## config.mk

```make
export PLATFORM = sky130hd
export DESIGN_NAME = seq_mult_ctrl
export DESIGN_NICKNAME = d
export VERILOG_FILES = /design/src/rtl/seq_mult_pkg.sv /design/src/rtl/seq_mult_ctrl.sv
export SDC_FILE = /design/constraint.sdc
export NUM_CORES = 1
export LEC_CHECK = 0
export ABC_AREA = 1
export CAP_MARGIN = 20
export CORE_ASPECT_RATIO = 1.4
export CORE_UTILIZATION = 42
export CTS_CLUSTER_SIZE = 20
export DETAILED_ROUTE_END_ITERATION = 7
export HOLD_SLACK_MARGIN = 0.03
export PLACE_DENSITY = 0.8
export SLEW_MARGIN = 40
export SYNTH_ARGS = -nofsm -noshare
export SYNTH_HDL_FRONTEND = slang
export SYNTH_SLANG_ARGS = --single-unit
```

## constraint.sdc

```tcl
create_clock -name clk -period 1.77 [get_ports clk]
set_input_delay 0.354 -clock clk [delete_from_list [all_inputs] [get_ports clk]]
set_output_delay 0.354 -clock clk [all_outputs]
set_load 0.01 [all_outputs]
```

## src/rtl/seq_mult_pkg.sv

```systemverilog
// Shared definitions for the sequential-multiplier controller: state
// encoding and the default timing/width parameters.
package seq_mult_pkg;

  localparam int MUL_CYCLES_DEFAULT = 8;
  localparam int W_DEFAULT          = 8;

  typedef enum logic [1:0] {
    IDLE = 2'd0,
    LOAD = 2'd1,
    RUN  = 2'd2,
    DONE = 2'd3
  } state_t;

endpackage

```

## src/rtl/seq_mult_ctrl.sv

```systemverilog
// Controller for an external multi-cycle multiplier. It accepts one operand
// pair at a time, clears the multiplier for one cycle, steps it for
// MUL_CYCLES+1 cycles, captures the product and holds it until downstream
// takes it. Either operand being zero skips the multiplier entirely.
module seq_mult_ctrl
  import seq_mult_pkg::*;
#(
  parameter int MUL_CYCLES = MUL_CYCLES_DEFAULT,
  parameter int W          = W_DEFAULT
) (
  input  logic             clk,
  input  logic             reset_n,
  input  logic             in_valid,
  output logic             in_ready,
  input  logic [W-1:0]     in_a,
  input  logic [W-1:0]     in_b,
  output logic             mul_en,
  output logic [W-1:0]     mul_a,
  output logic [W-1:0]     mul_b,
  input  logic [2*W-1:0]   mul_c,
  output logic             out_valid,
  input  logic             out_ready,
  output logic [2*W-1:0]   out_p,
  output logic             busy
);

  localparam int CW = (MUL_CYCLES < 1) ? 1 : $clog2(MUL_CYCLES + 1);
  localparam logic [CW-1:0] LAST_STEP = CW'(MUL_CYCLES);

  state_t        state;
  state_t        state_next;
  logic [CW-1:0] cnt;
  logic          take;
  logic          cnt_clr;
  logic          cnt_inc;
  logic          capture;
  logic          zero_done;

  // State, operand, step-counter and result registers; reset wins over everything.
  always_ff @(posedge clk) begin
    if (!reset_n) begin
      state <= IDLE;
      mul_a <= '0;
      mul_b <= '0;
      out_p <= '0;
      cnt   <= '0;
    end else begin
      state <= state_next;
      if (take) begin
        mul_a <= in_a;
        mul_b <= in_b;
      end
      if (cnt_clr) begin
        cnt <= '0;
      end else if (cnt_inc) begin
        cnt <= cnt + CW'(1);
      end
      if (capture) begin
        out_p <= mul_c;
      end else if (zero_done) begin
        out_p <= '0;
      end
    end
  end

  // Next-state decode and Moore-style handshake/enable outputs.
  always_comb begin
    state_next = state;
    in_ready   = 1'b0;
    out_valid  = 1'b0;
    mul_en     = 1'b0;
    busy       = 1'b1;
    take       = 1'b0;
    cnt_clr    = 1'b0;
    cnt_inc    = 1'b0;
    capture    = 1'b0;
    zero_done  = 1'b0;
    case (state)
      IDLE: begin
        in_ready = 1'b1;
        busy     = 1'b0;
        if (in_valid) begin
          take       = 1'b1;
          state_next = LOAD;
        end
      end
      LOAD: begin
        cnt_clr = 1'b1;
        if ((mul_a == '0) || (mul_b == '0)) begin
          zero_done  = 1'b1;
          state_next = DONE;
        end else begin
          state_next = RUN;
        end
      end
      RUN: begin
        mul_en = 1'b1;
        if (cnt == LAST_STEP) begin
          capture    = 1'b1;
          state_next = DONE;
        end else begin
          cnt_inc = 1'b1;
        end
      end
      DONE: begin
        out_valid = 1'b1;
        if (out_ready) begin
          state_next = IDLE;
        end
      end
      default: begin
        state_next = IDLE;
      end
    endcase
  end

endmodule

```

==> parameters.txt, run 1 <==
Parameter                              Value

Clocking
  Worst skew pair latency    280 ps
  Clock tree from TritonCTS    done
  Clock Sinks    38
  Total number of H-tree levels    2
  Number of CTS-inserted buffers    5
  CTS clk-pin slew, worst paths    70 ps
  Root buf cell    sky130_fd_sc_hd__clkbuf_8
  Buffers from clock root to sink, at most    2
  Setup fix buffers added after clock tree synthesis    0

Global route
  Vias in the first global route    1,507
  GRT Resource Usage Total    0.197
  Initial antenna violation count    0
  First-pass GRT wire length    6700 um
  Pin count of the biggest net entering global routing    33
  Sum of overflow across all layers after global routing    0

Route
  Drc violations    0
  Routed Antenna Nets    0
  Detailed-routing iteration count for the pre-antenna-repair pass    6
  Vias after detailed routing    1,559
  Avg Vias per Cell    4.87
  Initial DRC count    50
  Routed len/inst    12.4 um
  Routed WL    3980 um

Logic synthesis
  Proportion of netlist area held by the largest area contributor    0.453
  Post-Synthesis Mean Instance Area    8.24 um^2
  Synthesized area    0.00168 mm^2
  Async S/R FF share, synth    0
  Top post-synthesis cells by area    sky130_fd_sc_hd__dfxtp_1, sky130_fd_sc_hd__a21oi_1, sky130_fd_sc_hd__nand2_1
  Gate count after technology mapping    204
  Synth area leader    sky130_fd_sc_hd__dfxtp_1
  Post-synthesis net count    247
  Yosys warnings    0
  Number of storage elements in the synthesis netlist    38
  Post-synth EDFFs    0
  Ys flop type    sky130_fd_sc_hd__dfxtp_1
  Unique cell type count in the Yosys netlist    25
  Proportion of synthesized chip area in sequential cells    0.453
  Most repeated cell in the gate-level netlist after synthesis    sky130_fd_sc_hd__dfxtp_1
  Post-synth top cells    sky130_fd_sc_hd__dfxtp_1, sky130_fd_sc_hd__nand2_1, sky130_fd_sc_hd__a21oi_1

Timing
  Final critical-path required period    1650 ps
  Worst slew pin tran    334 ps
  Highest attainable clock frequency    605 MHz
  Setup TNS Final    0 ps
  Max-slew headroom at the worst pin    0.777
  Hold violation total from the final report    0
  Max-slew violations    0
  Setup repair after global routing missed its margin    no
  Final worst-path cycle share    0.934
  Post-Route Skew    4.60 ps
  Number of failing setup endpoints in the final timing report    0

Floorplanning
  Die Outline Area    0.00426 mm^2
  Core region area    0.00374 mm^2
  Effective utilization at floorplan    0.449
  Row cnt    26
  Height of the die    76.8 um
  Top Ports    72
  Die W    55.5 um

Finish
  Fraction of final layout cells with drive strength greater than 1    0.126
  Synth-to-layout area growth    49.0%
  Number of nets in the final layout    320
  Final core area utilization    0.669
  Count of inserted antenna diode cells    0
  Finished layout cell area    0.00250 mm^2

Power
  Overall power consumption    2.72 mW
  Leak Pwr    0.992 nW
  Peak supply drop    0.00122 V
  Cell Pwr Density    1090 mW/mm^2

Placed design
  Final RePlAce weighted congestion    0.785
  Half-perimeter wire length after detailed placement    2900 um
  Instance area at placement    0.00241 mm^2
  Number of input and output port buffers inserted    71

Critical path
  Arrival time reported for the critical path endpoint    1300 ps
  Slowest Stage Delay on Critical Path    370 ps
  Critical path peak fanout    5
  Most frequent cell on the critical path    sky130_fd_sc_hd__inv_1
  CP startpoint kind    flip-flop
  Cell-by-cell trace of the critical path    inv_1 -> ha_1 -> inv_1 -> dlygate4sd2_1
  Slowest-stage cell, CP    sky130_fd_sc_hd__dfxtp_2
  Nature of the critical path endpoint    primary output
  R2R setup slack    320 ps
  Cell type group with the largest total delay on the critical path    buffers and inverters
  Reg-to-Reg End    out_p[15]$_SDFFE_PN0P_
  Path type of the worst setup path    reg -> out
  Startpoint of the most critical register-to-register path    cnt[0]$_SDFFE_PP0P_
  Register-to-Register Path Depth    7
  Count of buffering cells on the critical path with inverters included    3
  WP data required    1420 ps

Hold path
  Hold Path Depth    2
  Worst hold-check path type    reg -> reg
  Min-Delay Endpoint    mul_b[5]$_SDFFE_PN0P_
  Worst Min Path Start    mul_b[5]$_SDFFE_PN0P_

Run status
  Status    finished, final reports clean

Flow run
  Max cap viols    0
## cells by family (layout without fill, tap and decap cells)
group	count (synthesis)	in the layout	synth area share
buffers and inverters	36	110	0.101
adders and majority gates	7	7	0.0521
AOI/OAI and AO/OA	58	58	0.196
DFF	38	38	0.453
and+or+nand+nor	65	65	0.198
## routing by layer
layer / global-route usage / wire length (um)
met5: 0 / 0
met4: 0.0600 / 39
met3: 0.0540 / 152
met2: 0.372 / 2170
met1: 0.206 / 1620
## registers in the layout, indices dropped and copies added, names as in the netlist
register	count
cnt	4
out_p	16
state	2
mul_a	8
mul_b	8
## where the power goes
part | switching, mW | internal [mW] | leakage, nW | total, mW
Sequential | 0.0746 | 0.987 | 0.311 | 1.06
Combinational | 0.577 | 0.485 | 0.633 | 1.06
Clock | 0.287 | 0.314 | 0.0482 | 0.601
Total | 0.939 | 1.79 | 0.992 | 2.72
## worst max path at each step
stage / from / end / slack (ps) / depth (start not counted)
final: state[0]$_SDFFE_PN0P_ / busy / 120 / 4
after global routing: state[0]$_SDFFE_PN0P_ / busy / 20 / 4
after CTS: state[1]$_SDFFE_PN0P_ / out_valid / 2 / 2
after detailed placement: state[0]$_SDFFE_PN0P_ / busy / 70 / 4
after global placement: state[0]$_SDFFE_PN0P_ / busy / 120 / 4
after floorplan: state[0]$_SDFFE_PN0P_ / out_p[10]$_SDFFE_PN0P_ / 350 / 8
## final cells by class
| class | count | area [um^2] |
|---|---|---|
| fill | 339 | 1240 |
| sequential | 38 | 763 |
| multi-input combinational | 130 | 752 |
| timing repair buffer | 74 | 732 |
| inverter | 28 | 113 |
| clock buffer | 7 | 86.3 |
| tap | 42 | 52.6 |
| clock inverter | 1 | 5.00 |
## cell usage in the layout, fill, tap and decap left out, drive strengths merged
cell,n
a21oi,36
buf,3
clkbuf,7
clkdlybuf4s50,67
clkinv,1
dfxtp,38
dlygate4sd2,3
dlymetal6s2s,1
ha,7
inv,28
nand2,33
nand3,19
nor2,12
nor3,1
o21ai,21
o22ai,1
## stage by stage
step                      setup slack (ps)  cells  hold WS [ps]
final                                  116    320           466
after global placement                 124    312           453
after global routing                  16.1    320           494
after floorplan                        349    204           465
after detailed placement              67.1    312           457
after CTS                             1.65    320           468
## repair_timing
action	4_1_cts	5_1_grt
resized for setup	5	2
cloned	0	0
endpoints found under the setup margin	4	2
hold buffers	0	0
## worst min-delay path: stages, from the launching register on
cell and delay (ps):
sky130_fd_sc_hd__dfxtp_1 310, sky130_fd_sc_hd__inv_1 60, sky130_fd_sc_hd__a21oi_1 50
(Power assumes the default switching activity.)
==> run 2: changes to the inputs <==
--- a/config.mk
+++ b/config.mk
@@ -6,12 +6,12 @@
 export NUM_CORES = 1
 export LEC_CHECK = 0
 export ABC_AREA = 1
+export ABC_CLOCK_PERIOD_IN_PS = 1770
 export CAP_MARGIN = 20
 export CORE_ASPECT_RATIO = 1.4
 export CORE_UTILIZATION = 42
-export CTS_CLUSTER_SIZE = 20
 export DETAILED_ROUTE_END_ITERATION = 7
-export HOLD_SLACK_MARGIN = 0.03
+export HOLD_SLACK_MARGIN = 0.08
 export PLACE_DENSITY = 0.8
 export SLEW_MARGIN = 40
 export SYNTH_ARGS = -nofsm -noshare
==> results of run 2 <==
No change in the layout: final DEF, timing and power equal those of run 1.
==> run 3: changes to the inputs <==
--- a/config.mk
+++ b/config.mk
@@ -11,6 +11,7 @@
 export CORE_ASPECT_RATIO = 1.4
 export CORE_UTILIZATION = 42
 export DETAILED_ROUTE_END_ITERATION = 7
+export GPL_TIMING_DRIVEN = 0
 export HOLD_SLACK_MARGIN = 0.08
 export PLACE_DENSITY = 0.8
 export SLEW_MARGIN = 40
==> parameters.txt, run 3 (synthesis results as in run 1) <==
Parameter                              Value

Clocking
  Clock tree from TritonCTS    done
  Buffers from clock root to sink, at most    2
  Root buf cell    sky130_fd_sc_hd__clkbuf_8
  Clock Sinks    38
  Number of CTS-inserted buffers    5
  Total number of H-tree levels    2
  CTS clk-pin slew, worst paths    70 ps
  Worst skew pair latency    280 ps

Finish
  Synth-to-layout area growth    52.1%
  Fraction of final layout cells with drive strength greater than 1    0.131
  Commonest non-fill, non-tap cell in the layout    sky130_fd_sc_hd__clkdlybuf4s50_1
  # fillers    320
  Registers with the highest flip-flop counts    out_p x16, mul_a x8, mul_b x8
  Final core area utilization    0.683
  Flip-flop count of the largest register after layout    16
  Leading cell types in the layout, fill and taps excluded    sky130_fd_sc_hd__clkdlybuf4s50_1, sky130_fd_sc_hd__dfxtp_1, sky130_fd_sc_hd__nand2_1
  Count of inserted antenna diode cells    0
  Number of nets in the final layout    325
  Finished layout cell area    0.00256 mm^2
  Most flops, register    out_p

Route
  Routed Antenna Nets    0
  Avg Vias per Cell    4.86
  Drc violations    0
  Initial DRC count    42
  Detailed-routing iteration count for the pre-antenna-repair pass    4
  Vias after detailed routing    1,579
  Routed len/inst    12.4 um
  Routed WL    4040 um

Global route
  First-pass GRT wire length    6690 um
  Pin count of the biggest net entering global routing    13
  Sum of overflow across all layers after global routing    0
  Vias in the first global route    1,533
  GRT Resource Usage Total    0.195
  Initial antenna violation count    0

Power
  Cell Pwr Density    1120 mW/mm^2
  Leak Pwr    1.02 nW
  Peak supply drop    0.00100 V

Placed design
  Half-perimeter wire length after detailed placement    3010 um
  Number of input and output port buffers inserted    71
  Final RePlAce weighted congestion    0.783
  Instance area at placement    0.00244 mm^2

Timing
  Worst slew pin tran    449 ps
  Highest attainable clock frequency    609 MHz
  Setup TNS Final    0 ps
  Setup repair after global routing missed its margin    no
  Max-slew headroom at the worst pin    0.700
  Hold violation total from the final report    0
  Worst-case hold slack    471 ps
  Number of failing setup endpoints in the final timing report    0
  Final critical-path required period    1640 ps
  Final worst-path cycle share    0.928
  Max-slew violations    0
  Post-Route Skew    3.99 ps

Floorplanning
  Die Outline Area    0.00426 mm^2
  Row cnt    26
  Top Ports    72
  Die W    55.5 um
  Core region area    0.00374 mm^2
  Effective utilization at floorplan    0.449
  Height of the die    76.8 um

Critical path
  Crit path from    state[0]$_SDFFE_PN0P_
  Arrival time reported for the critical path endpoint    1290 ps
  Critical path peak fanout    5
  Startpoint of the most critical register-to-register path    state[0]$_SDFFE_PN0P_
  Nature of the critical path endpoint    primary output
  Path type of the worst setup path    reg -> out
  WP data required    1420 ps
  CP startpoint kind    flip-flop

Hold path
  Worst Min Path Start    mul_b[6]$_SDFFE_PN0P_
  Worst hold-check path type    reg -> reg

Flow run
  Max cap viols    0

Run status
  Status    finished, final reports clean
run 3: layout make-up:
cell class / count / area, um^2 / area share
multi-input cells: 130 / 752 / 0.294
well taps: 42 / 52.6 / 0.0206
plain buffers: 8 / 57.6 / 0.0225
clock buffers: 5 / 68.8 / 0.0269
inverters: 28 / 113 / 0.0441
repair buffers: 71 / 709 / 0.278
flip-flops and latches: 38 / 763 / 0.299
clock inverters: 3 / 40.0 / 0.0157
run 3: power by group:
part           switching, mW  internal [mW]
Clock                  0.298          0.415
Sequential            0.0749          0.987
Combinational          0.599          0.493
Total                  0.972           1.89
run 3: repair_timing:
item	4_1_cts	5_1_grt
setup buffers	0	0
resized for setup	6	1
setup endpoints to repair	4	1
pin swaps	0	0
hold buffers	0	0
run 3: worst paths after layout:
check                                to  slack (ps)  cells past startpoint
setup / recovery                   busy         130                      4
hold / removal    mul_b[6]$_SDFFE_PN0P_         470                      2
setup reg to reg  mul_b[5]$_SDFFE_PN0P_         210                      6
hold reg to reg   mul_b[6]$_SDFFE_PN0P_         470                      2
run 3: layer usage:
layer | vias up | share of wire | routed length (um) | global-route usage
met1 | 725 | 0.41 | 1670 | 0.206
met2 | 35 | 0.54 | 2180 | 0.366
met5 | - | 0 | 0 | 0
met4 | 0 | 0.012 | 48 | 0.0625
li1 | 815 | - | - | -
met3 | 4 | 0.034 | 138 | 0.0540
run 3: stage by stage:
step,power (mW),cells,setup slack [ps]
3_3_place_gp,2.18,317,72.0
4_1_cts,2.90,325,22.2
5_1_grt,3.06,325,49.9
2_1_floorplan,1.73,204,349
6_report,2.87,325,127
3_5_place_dp,2.19,317,39.0
run 3: worst max-delay path, cell delays in order, from the launching register on:
cell,delay (ps)
sky130_fd_sc_hd__dfxtp_2,370
sky130_fd_sc_hd__inv_1,80
sky130_fd_sc_hd__ha_1,230
sky130_fd_sc_hd__inv_1,70
sky130_fd_sc_hd__dlygate4sd2_1,260
